$ cat config.mk
export PLATFORM = sky130hd
export DESIGN_NAME = port_wr_sram_scanner_flat
export DESIGN_NICKNAME = d
export VERILOG_FILES = /design/src/rtl/port_wr_sram_scanner_if.sv /design/src/rtl/port_wr_sram_scanner.sv /design/src/flat_wrapper.sv
export SDC_FILE = /design/constraint.sdc
export NUM_CORES = 1
export LEC_CHECK = 0
export ABC_AREA = 1
export CORE_AREA = 4 4 285 287
export CTS_BUF_LIST = sky130_fd_sc_hd__clkbuf_4
export DETAILED_ROUTE_END_ITERATION = 10
export DIE_AREA = 0 0 289 291
export DONT_BUFFER_PORTS = 1
export PLACE_DENSITY = 0.3
export SLEW_MARGIN = 10
export SYNTH_ARGS = -nofsm -noshare
export SYNTH_HDL_FRONTEND = slang
export SYNTH_SLANG_ARGS = --single-unit
$ cat constraint.sdc
create_clock -name clk -period 2 [get_ports clk]
set_input_delay 0.5 -clock clk [delete_from_list [all_inputs] [get_ports clk]]
set_output_delay 0.5 -clock clk [all_outputs]
set_load 0.01 [all_outputs]
$ cat src/rtl/port_wr_sram_scanner_if.sv
// Bundle between the write-side SRAM scanner and its matcher, allocator and front end.
// claim_fail exists only when CLAIM_TIMEOUT_EN is defined.
interface port_wr_sram_scanner_if #(
    parameter int unsigned SRAM_NUM = 32,
    parameter int unsigned IDX_W    = 5,
    parameter int unsigned SPACE_W  = 11,
    parameter int unsigned AMOUNT_W = 9
) ();
    logic [IDX_W-1:0]             scan_offset;
    logic                         match_enable;
    logic                         match_suc;
    logic [IDX_W:0]               match_best_sram;
    logic [SRAM_NUM-1:0]          sram_accessible;
    logic [SRAM_NUM*SPACE_W-1:0]  sram_free_space;
    logic [SRAM_NUM*AMOUNT_W-1:0] sram_packet_amount;
    logic [IDX_W-1:0]             match_sram;
    logic                         accessible;
    logic [SPACE_W-1:0]           free_space;
    logic [AMOUNT_W-1:0]          packet_amount;
    logic                         claim_req;
    logic [IDX_W-1:0]             claim_sram;
    logic                         claim_gnt;
    logic                         bound_valid;
    logic [IDX_W:0]               bound_sram;
    // "release" is a reserved word, hence the longer name.
    logic                         release_bound;
`ifdef CLAIM_TIMEOUT_EN
    logic                         claim_fail;
`endif

    modport master (
`ifdef CLAIM_TIMEOUT_EN
        output claim_fail,
`endif
        input  scan_offset, match_enable, match_suc, match_best_sram,
        input  sram_accessible, sram_free_space, sram_packet_amount,
        input  claim_gnt, release_bound,
        output match_sram, accessible, free_space, packet_amount,
        output claim_req, claim_sram, bound_valid, bound_sram
    );

    modport slave (
`ifdef CLAIM_TIMEOUT_EN
        input  claim_fail,
`endif
        output scan_offset, match_enable, match_suc, match_best_sram,
        output sram_accessible, sram_free_space, sram_packet_amount,
        output claim_gnt, release_bound,
        input  match_sram, accessible, free_space, packet_amount,
        input  claim_req, claim_sram, bound_valid, bound_sram
    );
endinterface

$ cat src/rtl/port_wr_sram_scanner.sv
// Per-port write-side SRAM scanner: presents one SRAM status per cycle, claims the matcher's
// pick from the allocator and holds the binding. Optional CLAIM_TIMEOUT_EN abandons stale claims.
module port_wr_sram_scanner #(
    parameter int unsigned SRAM_NUM = 32,
    parameter int unsigned IDX_W    = 5,
    parameter int unsigned SPACE_W  = 11,
    parameter int unsigned AMOUNT_W = 9
) (
    input logic                    clk,
    input logic                    rst_n,
    port_wr_sram_scanner_if.master bus
);
    typedef enum logic [1:0] {StIdle, StScan, StClaim, StBound} state_e;

    localparam logic [IDX_W-1:0] LastIdx = IDX_W'(SRAM_NUM - 1);
    localparam logic [IDX_W:0]   NoneIdx = (IDX_W + 1)'(SRAM_NUM);

    state_e              state_q, state_d;
    logic [IDX_W-1:0]    idx_q, idx_d;
    logic [IDX_W-1:0]    match_sram_q, match_sram_d;
    logic                accessible_q, accessible_d;
    logic [SPACE_W-1:0]  free_space_q, free_space_d;
    logic [AMOUNT_W-1:0] packet_amount_q, packet_amount_d;
    logic                claim_req_q, claim_req_d;
    logic [IDX_W-1:0]    claim_sram_q, claim_sram_d;
    logic                bound_valid_q, bound_valid_d;
    logic [IDX_W:0]      bound_sram_q, bound_sram_d;
`ifdef CLAIM_TIMEOUT_EN
    logic [3:0]          tmo_cnt_q, tmo_cnt_d;
    logic                claim_fail_q, claim_fail_d;
`endif

    logic                sel_acc;
    logic [SPACE_W-1:0]  sel_space;
    logic [AMOUNT_W-1:0] sel_amount;
    logic [IDX_W-1:0]    idx_next;

    assign sel_acc    = bus.sram_accessible[idx_q];
    assign sel_space  = bus.sram_free_space[int'(idx_q) * SPACE_W +: SPACE_W];
    assign sel_amount = bus.sram_packet_amount[int'(idx_q) * AMOUNT_W +: AMOUNT_W];
    // Explicit wrap keeps non-power-of-2 SRAM counts legal.
    assign idx_next   = (idx_q == LastIdx) ? '0 : idx_q + 1'b1;

    always_comb begin
        state_d         = state_q;
        idx_d           = idx_q;
        match_sram_d    = match_sram_q;
        accessible_d    = accessible_q;
        free_space_d    = free_space_q;
        packet_amount_d = packet_amount_q;
        claim_req_d     = claim_req_q;
        claim_sram_d    = claim_sram_q;
        bound_valid_d   = bound_valid_q;
        bound_sram_d    = bound_sram_q;
`ifdef CLAIM_TIMEOUT_EN
        tmo_cnt_d       = tmo_cnt_q;
        claim_fail_d    = 1'b0;
`endif
        case (state_q)
            StIdle: begin
                if (bus.match_enable) begin
                    state_d = StScan;
                    idx_d   = bus.scan_offset;
                end
            end
            StScan: begin
                match_sram_d    = idx_q;
                accessible_d    = sel_acc;
                free_space_d    = sel_space;
                packet_amount_d = sel_amount;
                idx_d           = idx_next;
                if (bus.match_suc) begin
                    accessible_d = 1'b0;
                    if (bus.match_best_sram < NoneIdx) begin
                        state_d      = StClaim;
                        claim_req_d  = 1'b1;
                        claim_sram_d = bus.match_best_sram[IDX_W-1:0];
`ifdef CLAIM_TIMEOUT_EN
                        tmo_cnt_d    = '0;
`endif
                    end else begin
                        state_d = StIdle;
                    end
                end else if (!bus.match_enable) begin
                    state_d      = StIdle;
                    accessible_d = 1'b0;
                end
            end
            StClaim: begin
                if (bus.claim_gnt) begin
                    state_d       = StBound;
                    claim_req_d   = 1'b0;
                    bound_valid_d = 1'b1;
                    bound_sram_d  = {1'b0, claim_sram_q};
`ifdef CLAIM_TIMEOUT_EN
                end else if (tmo_cnt_q == 4'hF) begin
                    // Give up and resume scanning just past the SRAM we failed to get.
                    claim_req_d  = 1'b0;
                    claim_fail_d = 1'b1;
                    idx_d        = (claim_sram_q == LastIdx) ? '0 : claim_sram_q + 1'b1;
                    state_d      = bus.match_enable ? StScan : StIdle;
                end else begin
                    tmo_cnt_d = tmo_cnt_q + 4'd1;
`endif
                end
            end
            StBound: begin
                if (bus.release_bound) begin
                    state_d       = StIdle;
                    bound_valid_d = 1'b0;
                    bound_sram_d  = NoneIdx;
                end
            end
            default: state_d = StIdle;
        endcase
    end

    always_ff @(posedge clk or negedge rst_n) begin
        if (!rst_n) begin
            state_q         <= StIdle;
            idx_q           <= '0;
            match_sram_q    <= '0;
            accessible_q    <= 1'b0;
            free_space_q    <= '0;
            packet_amount_q <= '0;
            claim_req_q     <= 1'b0;
            claim_sram_q    <= '0;
            bound_valid_q   <= 1'b0;
            bound_sram_q    <= NoneIdx;
`ifdef CLAIM_TIMEOUT_EN
            tmo_cnt_q       <= '0;
            claim_fail_q    <= 1'b0;
`endif
        end else begin
            state_q         <= state_d;
            idx_q           <= idx_d;
            match_sram_q    <= match_sram_d;
            accessible_q    <= accessible_d;
            free_space_q    <= free_space_d;
            packet_amount_q <= packet_amount_d;
            claim_req_q     <= claim_req_d;
            claim_sram_q    <= claim_sram_d;
            bound_valid_q   <= bound_valid_d;
            bound_sram_q    <= bound_sram_d;
`ifdef CLAIM_TIMEOUT_EN
            tmo_cnt_q       <= tmo_cnt_d;
            claim_fail_q    <= claim_fail_d;
`endif
        end
    end

    assign bus.match_sram    = match_sram_q;
    assign bus.accessible    = accessible_q;
    assign bus.free_space    = free_space_q;
    assign bus.packet_amount = packet_amount_q;
    assign bus.claim_req     = claim_req_q;
    assign bus.claim_sram    = claim_sram_q;
    assign bus.bound_valid   = bound_valid_q;
    assign bus.bound_sram    = bound_sram_q;
`ifdef CLAIM_TIMEOUT_EN
    assign bus.claim_fail    = claim_fail_q;
`endif
endmodule

$ cat src/flat_wrapper.sv
// flat-port wrapper written by rule: the top's interface ports become plain ports
module port_wr_sram_scanner_flat 
#(
    parameter int unsigned SRAM_NUM = 32,
    parameter int unsigned IDX_W    = 5,
    parameter int unsigned SPACE_W  = 11,
    parameter int unsigned AMOUNT_W = 9
)
  (clk, rst_n, bus_scan_offset, bus_match_enable, bus_match_suc, bus_match_best_sram, bus_sram_accessible, bus_sram_free_space, bus_sram_packet_amount, bus_claim_gnt, bus_release_bound, bus_match_sram, bus_accessible, bus_free_space, bus_packet_amount, bus_claim_req, bus_claim_sram, bus_bound_valid, bus_bound_sram);
  port_wr_sram_scanner_if #(.SRAM_NUM(SRAM_NUM), .IDX_W(IDX_W), .SPACE_W(SPACE_W), .AMOUNT_W(AMOUNT_W)) bus_i ();
  input logic clk;
  input logic rst_n;
  input wire logic [$bits(bus_i.scan_offset)-1:0] bus_scan_offset;
  input wire logic [$bits(bus_i.match_enable)-1:0] bus_match_enable;
  input wire logic [$bits(bus_i.match_suc)-1:0] bus_match_suc;
  input wire logic [$bits(bus_i.match_best_sram)-1:0] bus_match_best_sram;
  input wire logic [$bits(bus_i.sram_accessible)-1:0] bus_sram_accessible;
  input wire logic [$bits(bus_i.sram_free_space)-1:0] bus_sram_free_space;
  input wire logic [$bits(bus_i.sram_packet_amount)-1:0] bus_sram_packet_amount;
  input wire logic [$bits(bus_i.claim_gnt)-1:0] bus_claim_gnt;
  input wire logic [$bits(bus_i.release_bound)-1:0] bus_release_bound;
  output wire logic [$bits(bus_i.match_sram)-1:0] bus_match_sram;
  output wire logic [$bits(bus_i.accessible)-1:0] bus_accessible;
  output wire logic [$bits(bus_i.free_space)-1:0] bus_free_space;
  output wire logic [$bits(bus_i.packet_amount)-1:0] bus_packet_amount;
  output wire logic [$bits(bus_i.claim_req)-1:0] bus_claim_req;
  output wire logic [$bits(bus_i.claim_sram)-1:0] bus_claim_sram;
  output wire logic [$bits(bus_i.bound_valid)-1:0] bus_bound_valid;
  output wire logic [$bits(bus_i.bound_sram)-1:0] bus_bound_sram;
  assign bus_i.scan_offset = bus_scan_offset;
  assign bus_i.match_enable = bus_match_enable;
  assign bus_i.match_suc = bus_match_suc;
  assign bus_i.match_best_sram = bus_match_best_sram;
  assign bus_i.sram_accessible = bus_sram_accessible;
  assign bus_i.sram_free_space = bus_sram_free_space;
  assign bus_i.sram_packet_amount = bus_sram_packet_amount;
  assign bus_i.claim_gnt = bus_claim_gnt;
  assign bus_i.release_bound = bus_release_bound;
  assign bus_match_sram = bus_i.match_sram;
  assign bus_accessible = bus_i.accessible;
  assign bus_free_space = bus_i.free_space;
  assign bus_packet_amount = bus_i.packet_amount;
  assign bus_claim_req = bus_i.claim_req;
  assign bus_claim_sram = bus_i.claim_sram;
  assign bus_bound_valid = bus_i.bound_valid;
  assign bus_bound_sram = bus_i.bound_sram;
  port_wr_sram_scanner #(.SRAM_NUM(SRAM_NUM), .IDX_W(IDX_W), .SPACE_W(SPACE_W), .AMOUNT_W(AMOUNT_W)) u_core (.clk(clk), .rst_n(rst_n), .bus(bus_i));
endmodule
==> metrics <==
status complete, but fails checks; failing checks setup timing; DR WL/cell 27.2 um; H-tree Lvls 2; Final Hold Vio Count 0; crit path max fanout 6; gr busiest metal met2; Worst slew margin 61.5%; Critical-path top delay cell dfrtp_4; Area growth syn-to-layout 46.9%; Buf/Inv on CP 4; Crit. End Element register; Final Cell Area 12500 um2; Critical Path RT 2.36 ns; full die area 84100 um2; syn_nets 2376; Tot GR Track Use 16.2%; Final period util 102%; kind of critical path reg2reg; Synth Area in Simple Gates 50.1%; chip height 291 um; RSZ-0062 raised after global routing yes; Compound-Gate Fraction of Synth Area 23.6%; post-synthesis adder-cell area fraction 0.295%; CTS Buffer Depth 2; Core ar. 78600 um2; Initial DRC Count 660; Initial Utilization 10.8%; Sequential Power Share 9.3%; sequential-to-total area share from yosys stat 13.6%; Clock Power Share 2.7%; GPL Wtd Cong 0.861; global-route met2 utilization 30.6%; worst skew pair latency 0.42 ns; Reg clk slew, reported paths 0.18 ns; count of cell types in the netlist 29; Min-Delay Startpoint bus_match_best_sram[1]; Max Cap Violations 0; xor/xnor cell area share of the yosys netlist 0.103%; Reg-to-Reg Start u_core.idx_q[0]$_DFFE_PN0P_; met1 usage 18.7%; CTS root buffer clkbuf_4; clk sinks 46; pre-CTS WS -0.299 ns; DIE WIDTH 289 um; Final #Nets 2427; Min-Delay Path Class in2reg; share of layout cells above drive strength 1 22.7%; Final Max Slew Viols 0; Internal 10.4 mW; Final ANT Viol Nets 0; boundary pin count 728; met3 usage 3.64%; Crit path arrival time 2.41 ns; mux cell area share after synthesis 0.663%; initial antenna violation count 14; #FFs+latches synth 46; via count 11900; Fill cells 9345; worst-margin pin slew 0.574 ns; P per Cell Area 2000 nW/um2; Post-Synthesis Cells 1685; PortBufs 0; grt ovf 0; Max VDD drop 0.541 mV; dpl cell area 10700 um2; Net Sw Frac 58.4%; first-pass GRT wire length 96.3 mm; CTS tree yes; post-route setup slack -0.0416 ns; Initial DRT Pass Iterations 5; CP Launch Point u_core.idx_q[0]$_DFFE_PN0P_; Layout Utilization 15.9%; dpl hpwl 61.9 mm; final hold slack 0.221 ns; Worst path top cell family by delay buffers and inverters; CTS Buf Count 5; Leak Pwr 5.20 nW; synth warn 0; Residual DRC 0; pin count of the biggest net entering global routing 47; crit path cell chain buf_12 > inv_16 > bufbuf_16 > buf_4 > nor2_1 > o211ai_1 > nand3_2 > nand2_4 > nand2_2 > nand3_1; crit path time final 2.04 ns; DRT Wirelength 75.8 mm; final setup fails 4; Startpoint Class register; fmax 0.490 GHz; Site Rows 103; vias per cell 4.25; clk_skew 0.0150 ns; net switching power 14.6 mW; vias in the first global route 12100; synthesized area per cell 5.04 um2; combinational share of power 88.0%; main combinational cell family by area after synthesis simple AND/OR/NAND/NOR gates; slowest stage delay, CP 0.54 ns; Netlist Area Pre-Place 8500 um2
-- area by class of cell --
| class | instances | area [um2] | share of cell area, % |
|---|---|---|---|
| sequential | 46 | 1160 | 9.33 |
| timing repair inverter | 1 | 11.3 | 0.0902 |
| inverter | 68 | 287 | 2.30 |
| clock buffer | 6 | 45.0 | 0.361 |
| tap | 1050 | 1310 | 10.5 |
| antenna | 5 | 12.5 | 0.100 |
| clock inverter | 2 | 37.5 | 0.301 |
| multi-input combinational | 1423 | 7190 | 57.6 |
| timing repair buffer | 191 | 2410 | 19.3 |
-- metal layers --
metal / part of all wire (%) / vias up
met1: 39 / 5564
met2: 52 / 549
li1: - / 5673
met4: 1.7 / 6
met3: 7.4 / 68
met5: 0.053 / -
-- registers in the layout (all words and copies together), names as in the netlist, named ones only --
| register | count |
|---|---|
| u_core.idx_q | 5 |
| u_core.state_q | 1 |
| u_core.bus.packet_amount | 9 |
| u_core.bus.free_space | 11 |
| u_core.bus.claim_sram | 5 |
| u_core.bus.bound_valid | 1 |
| u_core.bus.claim_req | 1 |
| u_core.bus.accessible | 1 |
| u_core.bus.match_sram | 5 |
| u_core.bus.bound_sram | 6 |
-- cells by family (layout without fill, tap and decap cells) --
kind of cell / after synthesis / after routing
and+or+nand+nor: 1049 / 1049
AOI/OAI and AO/OA: 366 / 366
buffers and inverters: 216 / 268
other: 0 / 5
DFF: 46 / 46
muxes: 5 / 5
xor gates and xnor gates: 1 / 1
adders and majority gates: 2 / 2
-- power by group through the flow --
stage,logic (mW),clock network (mW),registers (mW)
4_1_cts,20.5,0.738,2.44
2_1_floorplan,9.96,0,1.82
3_3_place_gp,18.7,0,2.49
6_report,22.0,0.672,2.32
5_1_grt,24.1,0.743,2.45
3_5_place_dp,18.6,0,2.47
-- path summary, 6_finish.rpt --
check | end | slack [ns] | cells after the start
setup / recovery | u_core.bus.free_space[4]$_DFFE_PN0P_ | -0.04 | 10
setup reg to reg | u_core.bus.free_space[4]$_DFFE_PN0P_ | -0.04 | 10
hold reg to reg | u_core.bus.bound_sram[5]$_DFFE_PN1P_ | 0.51 | 2
min in group asynchronous | u_core.bus.match_sram[1]$_DFFE_PN0P_ | 0.60 | 2
hold / removal | u_core.bus.claim_sram[1]$_DFFE_PN0P_ | 0.22 | 1
max in group asynchronous | u_core.bus.bound_sram[5]$_DFFE_PN1P_ | 1.12 | 2
-- timing repair --
| item | 4_1_cts | 5_1_grt |
|---|---|---|
| pin swaps | 26 | 63 |
| buffers inserted | 13 | 8 |
| endpoints found under the hold margin | 46 | 0 |
| endpoints found under the setup margin | 22 | 23 |
| gates cloned | 5 | 15 |
| gates resized for setup | 129 | 140 |
| hold buffers | 2 | 0 |
-- per-stage QoR --
step | std cells | power [mW] | setup TNS (ns)
2_1_floorplan | 1685 | 11.8 | 0
3_3_place_gp | 2743 | 21.2 | -2.17
3_5_place_dp | 2743 | 21.0 | -2.57
4_1_cts | 2769 | 23.6 | -0.716
5_1_grt | 2792 | 27.3 | -1.18
6_report | 2792 | 25.0 | -0.0924
-- cells in the mapped netlist, drive strengths merged --
master / n / share of area, %
nor2: 510 / 23
nand2: 290 / 13
o21ai: 282 / 17
nand3: 242 / 14
buf: 94 / 6.2
inv: 68 / 3.0
o211ai: 58 / 5.1
clkbuf: 54 / 2.4
dfrtp: 45 / 13
a21oi: 17 / 1.0
a22o: 5 / 0.52
mux2: 5 / 0.66
or2: 5 / 0.37
a22oi: 2 / 0.18
ha: 2 / 0.29
o22ai: 2 / 0.15
dfstp: 1 / 0.31
nor3b: 1 / 0.088
nor4: 1 / 0.074
xor2: 1 / 0.10
-- placed cells by master (no fill, tap or decap), types with 2 or more instances in the layout --
cell type | netlist | layout
nor2_1 | 510 | 482
nand2_1 | 290 | 250
o21ai_0 | 186 | 152
nand3_1 | 242 | 148
o21ai_1 | 96 | 116
buf_4 | 13 | 112
nand3_2 | 0 | 84
inv_1 | 64 | 64
o211ai_1 | 58 | 58
dfrtp_1 | 45 | 41
buf_12 | 0 | 37
nand2_2 | 0 | 32
nor2_2 | 0 | 23
a21oi_1 | 17 | 16
buf_6 | 5 | 15
o21ai_2 | 0 | 14
clkbuf_16 | 0 | 13
nand3_4 | 0 | 10
nand2_4 | 0 | 8
clkbuf_4 | 0 | 6
diode_2 | 0 | 5
nor2_4 | 0 | 5
a22o_1 | 5 | 5
mux2_2 | 5 | 5
buf_16 | 0 | 5
or2_2 | 4 | 4
bufbuf_16 | 0 | 4
buf_8 | 1 | 4
dfrtp_4 | 0 | 3
o22ai_1 | 2 | 2
ha_1 | 2 | 2
No activity file was read; power rests on OpenSTA's default activity.
